[src/rtl/trap_unit_if.sv]
// ============================================================================
// Module      : trap_unit_if
// Description : Pipeline-side bundle for trap_unit: trap/MRET requests, CSR
//               access port and redirect/status results.
// Revision    : 1.0 - initial release
// ============================================================================
`default_nettype none

interface trap_unit_if;
    logic        control_reset;
    logic [3:0]  mcause;
    logic [31:0] trap_pc;
    logic [31:0] trap_value;
    logic        mret;
    logic        csr_valid;
    logic [1:0]  csr_op;
    logic [11:0] csr_address;
    logic [31:0] csr_write_data;
    logic        stall_control;
    logic        retire_valid;
    logic [31:0] csr_read_data;
    logic        csr_illegal;
    logic        redirect_valid;
    logic [31:0] redirect_pc;
    logic        interrupt_enable;

    modport master (
        output control_reset, mcause, trap_pc, trap_value, mret,
               csr_valid, csr_op, csr_address, csr_write_data,
               stall_control, retire_valid,
        input  csr_read_data, csr_illegal, redirect_valid, redirect_pc,
               interrupt_enable
    );

    modport slave (
        input  control_reset, mcause, trap_pc, trap_value, mret,
               csr_valid, csr_op, csr_address, csr_write_data,
               stall_control, retire_valid,
        output csr_read_data, csr_illegal, redirect_valid, redirect_pc,
               interrupt_enable
    );
endinterface

`default_nettype wire

[src/rtl/trap_unit.sv]
// ============================================================================
// Module      : trap_unit
// Description : Machine-mode trap CSRs, trap entry / MRET redirect FSM.
//               Define TRAP_COUNTERS_EN to add mcycle/minstret counters.
// Revision    : 1.0 - initial release
// ============================================================================
`default_nettype none

module trap_unit (
    input  logic        clk,
    input  logic        rst,
    trap_unit_if.slave  bus
);
    typedef enum logic [0:0] {IDLE = 1'b0, REDIRECT = 1'b1} state_t;

    localparam logic [11:0] ADDR_MSTATUS   = 12'h300;
    localparam logic [11:0] ADDR_MTVEC     = 12'h305;
    localparam logic [11:0] ADDR_MSCRATCH  = 12'h340;
    localparam logic [11:0] ADDR_MEPC      = 12'h341;
    localparam logic [11:0] ADDR_MCAUSE    = 12'h342;
    localparam logic [11:0] ADDR_MTVAL     = 12'h343;

    state_t      state_q;
    logic        redirect_valid_q;
    logic [31:0] redirect_pc_q;
    logic        mie_q, mpie_q;
    logic [29:0] mtvec_q, mepc_q;
    logic [31:0] mscratch_q, mcause_q, mtval_q;

    logic [31:0] rdata;
    logic        implemented;
    logic [31:0] wdata_d;
    logic        csr_wr;
    logic        take_mret;

`ifdef TRAP_COUNTERS_EN
    localparam logic [11:0] ADDR_MCYCLE    = 12'hB00;
    localparam logic [11:0] ADDR_MCYCLEH   = 12'hB80;
    localparam logic [11:0] ADDR_MINSTRET  = 12'hB02;
    localparam logic [11:0] ADDR_MINSTRETH = 12'hB82;
    logic [63:0] mcycle_q, mcycle_d, minstret_q, minstret_d;
`else
    logic        unused_retire;
    assign unused_retire = bus.retire_valid;
`endif

    always_comb begin
        rdata       = '0;
        implemented = 1'b1;
        case (bus.csr_address)
            ADDR_MSTATUS:   rdata = {19'd0, 2'b11, 3'd0, mpie_q, 3'd0, mie_q, 3'd0};
            ADDR_MTVEC:     rdata = {mtvec_q, 2'b00};
            ADDR_MSCRATCH:  rdata = mscratch_q;
            ADDR_MEPC:      rdata = {mepc_q, 2'b00};
            ADDR_MCAUSE:    rdata = mcause_q;
            ADDR_MTVAL:     rdata = mtval_q;
`ifdef TRAP_COUNTERS_EN
            ADDR_MCYCLE:    rdata = mcycle_q[31:0];
            ADDR_MCYCLEH:   rdata = mcycle_q[63:32];
            ADDR_MINSTRET:  rdata = minstret_q[31:0];
            ADDR_MINSTRETH: rdata = minstret_q[63:32];
`endif
            default:        implemented = 1'b0;
        endcase
    end

    assign bus.csr_read_data    = rdata;
    assign bus.csr_illegal      = bus.csr_valid && !implemented;
    assign bus.redirect_valid   = redirect_valid_q;
    assign bus.redirect_pc      = redirect_pc_q;
    assign bus.interrupt_enable = mie_q;

    always_comb begin
        case (bus.csr_op)
            2'b01:   wdata_d = bus.csr_write_data;
            2'b10:   wdata_d = rdata | bus.csr_write_data;
            2'b11:   wdata_d = rdata & ~bus.csr_write_data;
            default: wdata_d = rdata;
        endcase
    end

    // Set/clear with a zero operand is a pure read and must not disturb state.
    assign csr_wr = bus.csr_valid && !bus.stall_control && implemented &&
                    (state_q == IDLE) && !bus.control_reset &&
                    (bus.csr_op != 2'b00) &&
                    ((bus.csr_op == 2'b01) || (bus.csr_write_data != '0));

    assign take_mret = bus.mret && (state_q == IDLE) && !bus.control_reset;

`ifdef TRAP_COUNTERS_EN
    always_comb begin
        mcycle_d   = mcycle_q + 64'd1;
        minstret_d = minstret_q + {63'd0, bus.retire_valid && !bus.stall_control};
        if (csr_wr) begin
            case (bus.csr_address)
                ADDR_MCYCLE:    mcycle_d   = {mcycle_q[63:32], wdata_d};
                ADDR_MCYCLEH:   mcycle_d   = {wdata_d, mcycle_q[31:0]};
                ADDR_MINSTRET:  minstret_d = {minstret_q[63:32], wdata_d};
                ADDR_MINSTRETH: minstret_d = {wdata_d, minstret_q[31:0]};
                default: ;
            endcase
        end
    end

    always_ff @(posedge clk) begin
        if (rst) begin
            mcycle_q   <= '0;
            minstret_q <= '0;
        end else begin
            mcycle_q   <= mcycle_d;
            minstret_q <= minstret_d;
        end
    end
`endif

    always_ff @(posedge clk) begin
        if (rst) begin
            state_q          <= IDLE;
            redirect_valid_q <= 1'b0;
            redirect_pc_q    <= '0;
        end else if (bus.control_reset) begin
            state_q          <= REDIRECT;
            redirect_valid_q <= 1'b1;
            redirect_pc_q    <= {mtvec_q, 2'b00};
        end else if (take_mret) begin
            state_q          <= REDIRECT;
            redirect_valid_q <= 1'b1;
            redirect_pc_q    <= {mepc_q, 2'b00};
        end else begin
            state_q          <= IDLE;
            redirect_valid_q <= 1'b0;
        end
    end

    always_ff @(posedge clk) begin
        if (rst) begin
            mie_q      <= 1'b0;
            mpie_q     <= 1'b0;
            mtvec_q    <= '0;
            mepc_q     <= '0;
            mscratch_q <= '0;
            mcause_q   <= '0;
            mtval_q    <= '0;
        end else begin
            if (csr_wr) begin
                case (bus.csr_address)
                    ADDR_MSTATUS: begin
                        mie_q  <= wdata_d[3];
                        mpie_q <= wdata_d[7];
                    end
                    ADDR_MTVEC:    mtvec_q    <= wdata_d[31:2];
                    ADDR_MSCRATCH: mscratch_q <= wdata_d;
                    ADDR_MEPC:     mepc_q     <= wdata_d[31:2];
                    ADDR_MCAUSE:   mcause_q   <= wdata_d;
                    ADDR_MTVAL:    mtval_q    <= wdata_d;
                    default: ;
                endcase
            end
            // Trap/MRET come last so they own mstatus in a shared cycle.
            if (bus.control_reset) begin
                mepc_q   <= bus.trap_pc[31:2];
                mcause_q <= {28'd0, bus.mcause};
                mtval_q  <= bus.trap_value;
                mpie_q   <= mie_q;
                mie_q    <= 1'b0;
            end else if (take_mret) begin
                mie_q  <= mpie_q;
                mpie_q <= 1'b1;
            end
        end
    end

    logic [1:0] unused_pc_lsb;
    assign unused_pc_lsb = bus.trap_pc[1:0];
endmodule

`default_nettype wire

[src/flat_wrapper.sv]
// flat-port wrapper written by rule: the top's interface ports become plain ports
module trap_unit_flat 
  (clk, rst, bus_control_reset, bus_mcause, bus_trap_pc, bus_trap_value, bus_mret, bus_csr_valid, bus_csr_op, bus_csr_address, bus_csr_write_data, bus_stall_control, bus_retire_valid, bus_csr_read_data, bus_csr_illegal, bus_redirect_valid, bus_redirect_pc, bus_interrupt_enable);
  trap_unit_if bus_i ();
  input  logic clk;
  input  logic rst;
  input wire logic [$bits(bus_i.control_reset)-1:0] bus_control_reset;
  input wire logic [$bits(bus_i.mcause)-1:0] bus_mcause;
  input wire logic [$bits(bus_i.trap_pc)-1:0] bus_trap_pc;
  input wire logic [$bits(bus_i.trap_value)-1:0] bus_trap_value;
  input wire logic [$bits(bus_i.mret)-1:0] bus_mret;
  input wire logic [$bits(bus_i.csr_valid)-1:0] bus_csr_valid;
  input wire logic [$bits(bus_i.csr_op)-1:0] bus_csr_op;
  input wire logic [$bits(bus_i.csr_address)-1:0] bus_csr_address;
  input wire logic [$bits(bus_i.csr_write_data)-1:0] bus_csr_write_data;
  input wire logic [$bits(bus_i.stall_control)-1:0] bus_stall_control;
  input wire logic [$bits(bus_i.retire_valid)-1:0] bus_retire_valid;
  output wire logic [$bits(bus_i.csr_read_data)-1:0] bus_csr_read_data;
  output wire logic [$bits(bus_i.csr_illegal)-1:0] bus_csr_illegal;
  output wire logic [$bits(bus_i.redirect_valid)-1:0] bus_redirect_valid;
  output wire logic [$bits(bus_i.redirect_pc)-1:0] bus_redirect_pc;
  output wire logic [$bits(bus_i.interrupt_enable)-1:0] bus_interrupt_enable;
  assign bus_i.control_reset = bus_control_reset;
  assign bus_i.mcause = bus_mcause;
  assign bus_i.trap_pc = bus_trap_pc;
  assign bus_i.trap_value = bus_trap_value;
  assign bus_i.mret = bus_mret;
  assign bus_i.csr_valid = bus_csr_valid;
  assign bus_i.csr_op = bus_csr_op;
  assign bus_i.csr_address = bus_csr_address;
  assign bus_i.csr_write_data = bus_csr_write_data;
  assign bus_i.stall_control = bus_stall_control;
  assign bus_i.retire_valid = bus_retire_valid;
  assign bus_csr_read_data = bus_i.csr_read_data;
  assign bus_csr_illegal = bus_i.csr_illegal;
  assign bus_redirect_valid = bus_i.redirect_valid;
  assign bus_redirect_pc = bus_i.redirect_pc;
  assign bus_interrupt_enable = bus_i.interrupt_enable;
  trap_unit u_core (.clk(clk), .rst(rst), .bus(bus_i));
endmodule
[config.mk]
export PLATFORM = sky130hd
export DESIGN_NAME = trap_unit_flat
export DESIGN_NICKNAME = d
export VERILOG_FILES = /design/src/rtl/trap_unit_if.sv /design/src/rtl/trap_unit.sv /design/src/flat_wrapper.sv
export SDC_FILE = /design/constraint.sdc
export NUM_CORES = 1
export LEC_CHECK = 0
export BUFFER_PORTS_ARGS = -buffer_cell sky130_fd_sc_hd__buf_2
export CAP_MARGIN = 20
export CORE_UTILIZATION = 35
export DETAILED_ROUTE_END_ITERATION = 7
export MAX_ROUTING_LAYER = met4
export PLACE_DENSITY = 0.53
export SYNTH_ARGS = -nofsm -noshare
export SYNTH_HDL_FRONTEND = slang
export SYNTH_SLANG_ARGS = --single-unit
[constraint.sdc]
create_clock -name clk -period 2.7 [get_ports clk]
set_clock_uncertainty 0.05 [all_clocks]
set_input_delay 0.27 -clock clk [delete_from_list [all_inputs] [get_ports clk]]
set_output_delay 0.27 -clock clk [all_outputs]
set_load 0.005 [all_outputs]
==> results of run 1 <==
## critical path, delay by kind of cell, from the launching register on
kind            cells  cell delay [ns]
compound gates      2             0.26
flops               1             0.32
simple gates        3             1.51
buf+inv             1             0.24
## cell families after synthesis
family	after synthesis	share of synthesized area, %
flops	189	35.4
mux	83	8.20
simple gates	359	18.2
buf+inv	119	5.33
xor+xnor	30	2.46
compound gates	432	30.4
other cells	1	0.0350
## how the worst max path moves through the flow
stage,startpoint,endpoint,slack [ns],cells past startpoint
floorplan,bus_csr_address[5],bus_csr_read_data[13],0.59,6
detailed placement,bus_csr_address[5],u_core.mtval_q[8],0.11,9
finish,u_core.state_q,u_core.mcause_q[23],0.25,6
CTS,u_core.state_q,u_core.mcause_q[13],0.27,6
global placement,bus_csr_address[5],u_core.mtval_q[3],0.14,9
global route,u_core.state_q,u_core.mcause_q[21],0.21,6
## cell type report
class                   count  area [um2]  share of cell area (%)
clock buffers              18         429                    3.32
diodes                      1        2.50                  0.0193
well taps                 390         488                    3.77
inverters                   5        18.8                   0.145
multi-input cells         906        6360                    49.2
repair buffers            258        1680                    13.0
flip-flops and latches    189        3780                    29.3
clock inverters            14         164                    1.27
## synthesized netlist by cell type, types with 3 or more instances
cell type / instances / area share [%]
buf_1: 7 / 0.25
o2111ai_1: 5 / 0.41
o22a_1: 10 / 0.82
and2_1: 38 / 2.2
nand4_1: 5 / 0.29
a211oi_2: 9 / 1.1
nand3_1: 12 / 0.56
or2_2: 3 / 0.18
nor2_1: 84 / 2.9
dfxtp_1: 189 / 35
a2bb2o_1: 3 / 0.28
nand3b_1: 24 / 1.7
nor4_1: 6 / 0.35
a32o_1: 14 / 1.3
a21oi_1: 83 / 3.9
buf_6: 7 / 0.74
nor2b_1: 9 / 0.53
mux2_2: 17 / 1.8
o21ai_1: 5 / 0.23
nor4bb_1: 4 / 0.37
mux2i_1: 64 / 6.0
a22o_1: 71 / 5.8
and3b_1: 8 / 0.65
clkbuf_1: 59 / 2.1
xnor2_1: 30 / 2.5
nor4_2: 4 / 0.47
a22oi_1: 16 / 1.1
buf_4: 8 / 0.56
and3_1: 9 / 0.53
inv_1: 4 / 0.14
o211ai_1: 6 / 0.42
a211oi_1: 52 / 3.6
a221o_1: 6 / 0.56
a32oi_1: 15 / 1.2
a21oi_4: 3 / 0.46
a221oi_1: 3 / 0.25
nor2_4: 3 / 0.32
nand2_1: 110 / 3.9
a31oi_1: 12 / 0.70
nand2b_1: 4 / 0.23
o21ai_0: 70 / 3.3
o211a_1: 20 / 1.9
nor3_1: 14 / 0.65
buf_2: 32 / 1.5
o2bb2ai_1: 6 / 0.49
## sequential cells by signal (all words and copies together) (netlist names)
signal                       count
u_core.bus.interrupt_enable      1
u_core.bus.redirect_pc          30
u_core.mcause_q                 32
u_core.mepc_q                   30
u_core.mpie_q                    1
u_core.mscratch_q               32
u_core.mtval_q                  32
u_core.mtvec_q                  30
u_core.state_q                   1
## through the flow
stage	worst slack [ns]	util, %	total power [mW]	cell area [um2]	std cells
after floorplan	0.589	-	3.49	10700	1214
after global routing	0.211	43.3	6.67	12900	1781
after detailed placement	0.107	41.2	3.85	12300	1744
after global placement	0.138	41.2	3.85	12300	1744
after CTS	0.269	43.3	6.46	12900	1780
final	0.252	43.3	6.42	12900	1781
## report_power, final
group / switching [mW] / internal (mW) / leakage, nW
Combinational: 0.541 / 0.364 / 3.52
Sequential: 0.0479 / 2.85 / 1.54
Clock: 1.23 / 1.39 / 0.282
## cell usage in the layout (no fill, tap or decap), types with 9 or more instances in the layout
cell type / n
a211oi_1: 52
a211oi_2: 9
a21oi_1: 83
a22o_1: 71
a22oi_1: 16
a31oi_1: 12
a32o_1: 14
a32oi_1: 15
and2_1: 38
and3_1: 9
buf_12: 15
buf_2: 180
buf_4: 59
clkbuf_16: 17
dfxtp_1: 189
mux2_2: 17
mux2i_1: 64
nand2_1: 110
nand3_1: 12
nand3b_1: 24
nor2_1: 84
nor2b_1: 9
nor3_1: 14
o211a_1: 20
o21ai_0: 70
o22a_1: 10
xnor2_1: 30
## timing repair
action,4_1_cts,5_1_grt
setup buffers,0,0
hold buffers,4,0
endpoints found under the setup margin,0,0
endpoints found under the hold margin,4,0
## metal layers
layer / share of wire (%) / routed length, um / vias up / global-route usage, %
met5: 0 / 0 / - / -
li1: - / - / 4897 / -
met4: 2.2 / 847 / 0 / 8.23
met3: 5.5 / 2140 / 62 / 3.61
met1: 47 / 18100 / 5117 / 33.7
met2: 45 / 17600 / 370 / 39.3
==> results_dict.tcl, run 1 <==
set metrics [dict create \
    rsz0062_at_grt "no" \
    io_buffers 182 \
    fin_setup_tns_ns 0 \
    grt_pass1_vias 9765 \
    drt-total-wl_um 38600 \
    syn_to_final_growth_pct 20.9 \
    cp_max_fo 14 \
    cp.required_ns 3.03 \
    drive_gt1_share_pct 25.0 \
    numCtsBuffers 17 \
    r2r_setup_slack_ns 0.25 \
    slew_headroom_pct 41.4 \
    p_leak_nw 5.34 \
    cts_root_buf "clkbuf_16" \
    cts_tree "yes" \
    tightest_slew_ns 0.876 \
    core_region_area_um2 29900 \
    cts-htree-levels 4 \
    grt_max_degree 125 \
    synth_edf_count 0 \
    status "completed" \
    setup_viol 0 \
    drcViolationCount 0 \
    hp-start "bus_trap_value[7]" \
    dieArea_um2 31300 \
    hp-class "in2reg" \
    synth_area_um2 10700 \
    drt_iter0_markers 844 \
    start_kind "flip-flop" \
    drv_cap 0 \
    syn_inst 1213 \
    clock_latency_ns 0.44 \
    crit_slowest_cell "nor3_4" \
    post-dp-hpwl_um 26500 \
    num_rows 63 \
    clk_pin_slew_ns 0.08 \
    die_w_um 177 \
    reg2reg_depth 6 \
    min_period_ns 2.45 \
    synthDistinctLibCells 84 \
    fin_nets 1498 \
    synth-seq-cells 189 \
    io_pins 188 \
    drtAntennaViolNets 0 \
    reg2reg_from "u_core.state_q" \
    arrival_ns 2.78 \
    wl_per_cell_um 21.7 \
    r2r_end "u_core.mcause_q[23]" \
    vias 10400 \
    grt_overflow 0 \
    initial_core_util_pct 35.8 \
    dr.pass1.iters 5 \
    path_cells "or4b_4 > nor2_4 > o31ai_4 > nor3_4 > buf_12 > a22o_1" \
    crit_path_end_kind "flip-flop" \
    viasPerCell 5.87 \
    post-route-period-util_pct 90.7 \
    max_freq_mhz 409 \
    seq_area_frac_synth_pct 35.4 \
    fillers 3009 \
    grt_pass1_wl_um 58100 \
    peakVddDrop_v 0.000403 \
    hold-path-endpoint "u_core.mtval_q[7]" \
    ys_warn_count 0 \
    fin_hold_ws_ns 0.0338 \
    gp_congestion 0.867 \
    powerDensity_nw_per_um2 496 \
    antenna_found_initial 1 \
    avgSynthCellArea_um2 8.82 \
    async_reset_ff_share_pct 0 \
    hold_violations 0 \
    max_stage_delay_ns 0.75 \
    min_delay_path_depth 3 \
    clk_path_buf_depth 2 \
    die_y_um 177 \
    ys.flop_type "dfxtp_1" \
    grt_usage_pct 25.3 \
    drv_slew 0 \
    numClockSinks 189 \
    crit_type "reg2reg" \
    ctsResizeCount 0 \
]
(Power assumes the default switching activity.)
==> inputs of run 2 (changes only) <==
--- a/config.mk
+++ b/config.mk
@@ -11,6 +11,7 @@
 export DETAILED_ROUTE_END_ITERATION = 7
 export MAX_ROUTING_LAYER = met4
 export PLACE_DENSITY = 0.53
+export SETUP_SLACK_MARGIN = 0.3
 export SYNTH_ARGS = -nofsm -noshare
 export SYNTH_HDL_FRONTEND = slang
 export SYNTH_SLANG_ARGS = --single-unit
==> run 2 against run 1 <==
Against the previous run:
- maximum frequency up 5.3%
- first-iteration DRC count is 11% lower
- combinational power barely moved
- routed wire length about the same
- global-route usage unchanged
- core utilization increased by 0.13 points
- die area did not move
- critical path type is now in2out
- critical endpoint is now bus_csr_read_data[18]
- largest cell class unchanged
==> results_dict.tcl, run 2 (synthesis gave the netlist of run 1 again) <==
set metrics [dict create \
    crit_path_end_kind "output port" \
    dr.pass1.iters 5 \
    crit_slowest_cell "or4_4" \
    core_region_area_um2 29900 \
    vias 10400 \
    post-dp-hpwl_um 26500 \
    cts-htree-levels 4 \
    stdcell_area_um2 13000 \
    gp_congestion 0.867 \
    max_freq_mhz 430 \
    final_cell_mix "189 x dfxtp_1, 180 x buf_2, 110 x nand2_1" \
    max_stage_delay_ns 0.61 \
    start_kind "input port" \
    numClockSinks 189 \
    final_common_cell "dfxtp_1" \
    fin_nets 1501 \
    peakVddDrop_v 0.000406 \
    crit_type "in2out" \
    post-route-period-util_pct 86.1 \
    numCtsBuffers 17 \
    grt_pass1_wl_um 58100 \
    drcViolationCount 0 \
    p_leak_nw 5.36 \
    drt-total-wl_um 38600 \
    grt_overflow 0 \
    clock_latency_ns 0.44 \
    hold_violations 0 \
    syn_to_final_growth_pct 21.2 \
    min_period_ns 2.33 \
    crit_top_cell "buf_2" \
    cp_top_family "simple AND/OR/NAND/NOR gates" \
    fin_setup_tns_ns 0 \
    status "completed" \
    dpl.cell_count 1744 \
    slew_headroom_pct 46.2 \
    crit_buf_inv 3 \
    drv_slew 0 \
    grt_usage_pct 25.3 \
    wl_per_cell_um 21.6 \
    clk_pin_slew_ns 0.08 \
    drive_gt1_share_pct 25.3 \
    rsz0062_at_grt "no" \
    drt_iter0_markers 753 \
    cp_max_fo 22 \
    dieArea_um2 31300 \
    fillers 3003 \
    reg.largest.list "u_core.mcause_q x32, u_core.mscratch_q x32, u_core.mtval_q x32" \
    die_w_um 177 \
    cp.required_ns 2.38 \
    path_cells "buf_2 > or4_4 > nor4_4 > buf_12 > nand2_1 > o21ai_0 > buf_2" \
    setup_viol 0 \
    drv_cap 0 \
    io_buffers 182 \
    viasPerCell 5.85 \
    place_area_um2 12300 \
    initial_core_util_pct 35.8 \
    cts_tree "yes" \
    grt_pass1_vias 9765 \
    cts_root_buf "clkbuf_16" \
    fin_cells 1784 \
    io_pins 188 \
    num_rows 63 \
    tightest_slew_ns 0.804 \
    hp-class "in2reg" \
    die_y_um 177 \
    drtAntennaViolNets 0 \
    arrival_ns 2.01 \
    clk_path_buf_depth 2 \
    antenna_found_initial 1 \
    grt_max_degree 125 \
    fin_hold_ws_ns 0.0279 \
    powerDensity_nw_per_um2 495 \
]
run 2: worst register-to-register path: stages, from the launching register on:
cell,delay [ns]
dfxtp_1,0.33
or4b_4,0.60
nor4_4,0.27
o311ai_4,0.18
nor2_4,0.56
a22o_1,0.24
run 2: repair_timing:
action                                  CTS  global route
hold buffers                              4             0
buffers inserted                          0             3
resized for setup                         0             2
endpoints found under the hold margin     4             0
endpoints found under the setup margin   14            18
pin swaps                                 1             1
run 2: area by class of cell:
type                    instances  area, um2  share of cell area (%)
flip-flops and latches        189       3780                    29.2
clock inverters                14        164                    1.26
repair buffers                261       1720                    13.3
diodes                          1       2.50                  0.0193
multi-input cells             906       6370                    49.1
clock buffers                  18        429                    3.31
inverters                       5       18.8                   0.145
well taps                     390        488                    3.76
run 2: metrics by stage:
stage / util (%) / power, mW / setup WS [ns]
floorplan: - / 3.49 / 0.589
global placement: 41.2 / 3.85 / 0.138
detailed placement: 41.2 / 3.85 / 0.107
CTS: 43.3 / 6.46 / 0.335
global route: 43.4 / 6.67 / 0.301
finish: 43.4 / 6.42 / 0.375
run 2: final timing paths:
| kind | from | slack [ns] | to | cells after the start |
|---|---|---|---|---|
| worst max register to register | u_core.state_q | 0.41 | u_core.mscratch_q[16] | 5 |
| worst min register to register | u_core.mscratch_q[15] | 0.40 | u_core.mscratch_q[15] | 2 |
| worst max-delay path | bus_csr_address[5] | 0.37 | bus_csr_read_data[18] | 7 |
| worst min-delay path | bus_trap_value[7] | 0.03 | u_core.mtval_q[7] | 3 |
run 2: metal layers:
layer | up-vias | GRT usage, % | wire, um
li1 | 4905 | - | -
met1 | 5098 | 33.7 | 18000
met2 | 380 | 39.3 | 17600
met3 | 55 | 3.61 | 2220
met4 | 0 | 8.23 | 820
met5 | - | - | 0
run 2: power by group:
part | internal (mW) | leakage [nW] | switching [mW]
clock network | 1.39 | 0.282 | 1.23
logic | 0.364 | 3.54 | 0.541
registers | 2.85 | 1.54 | 0.0479
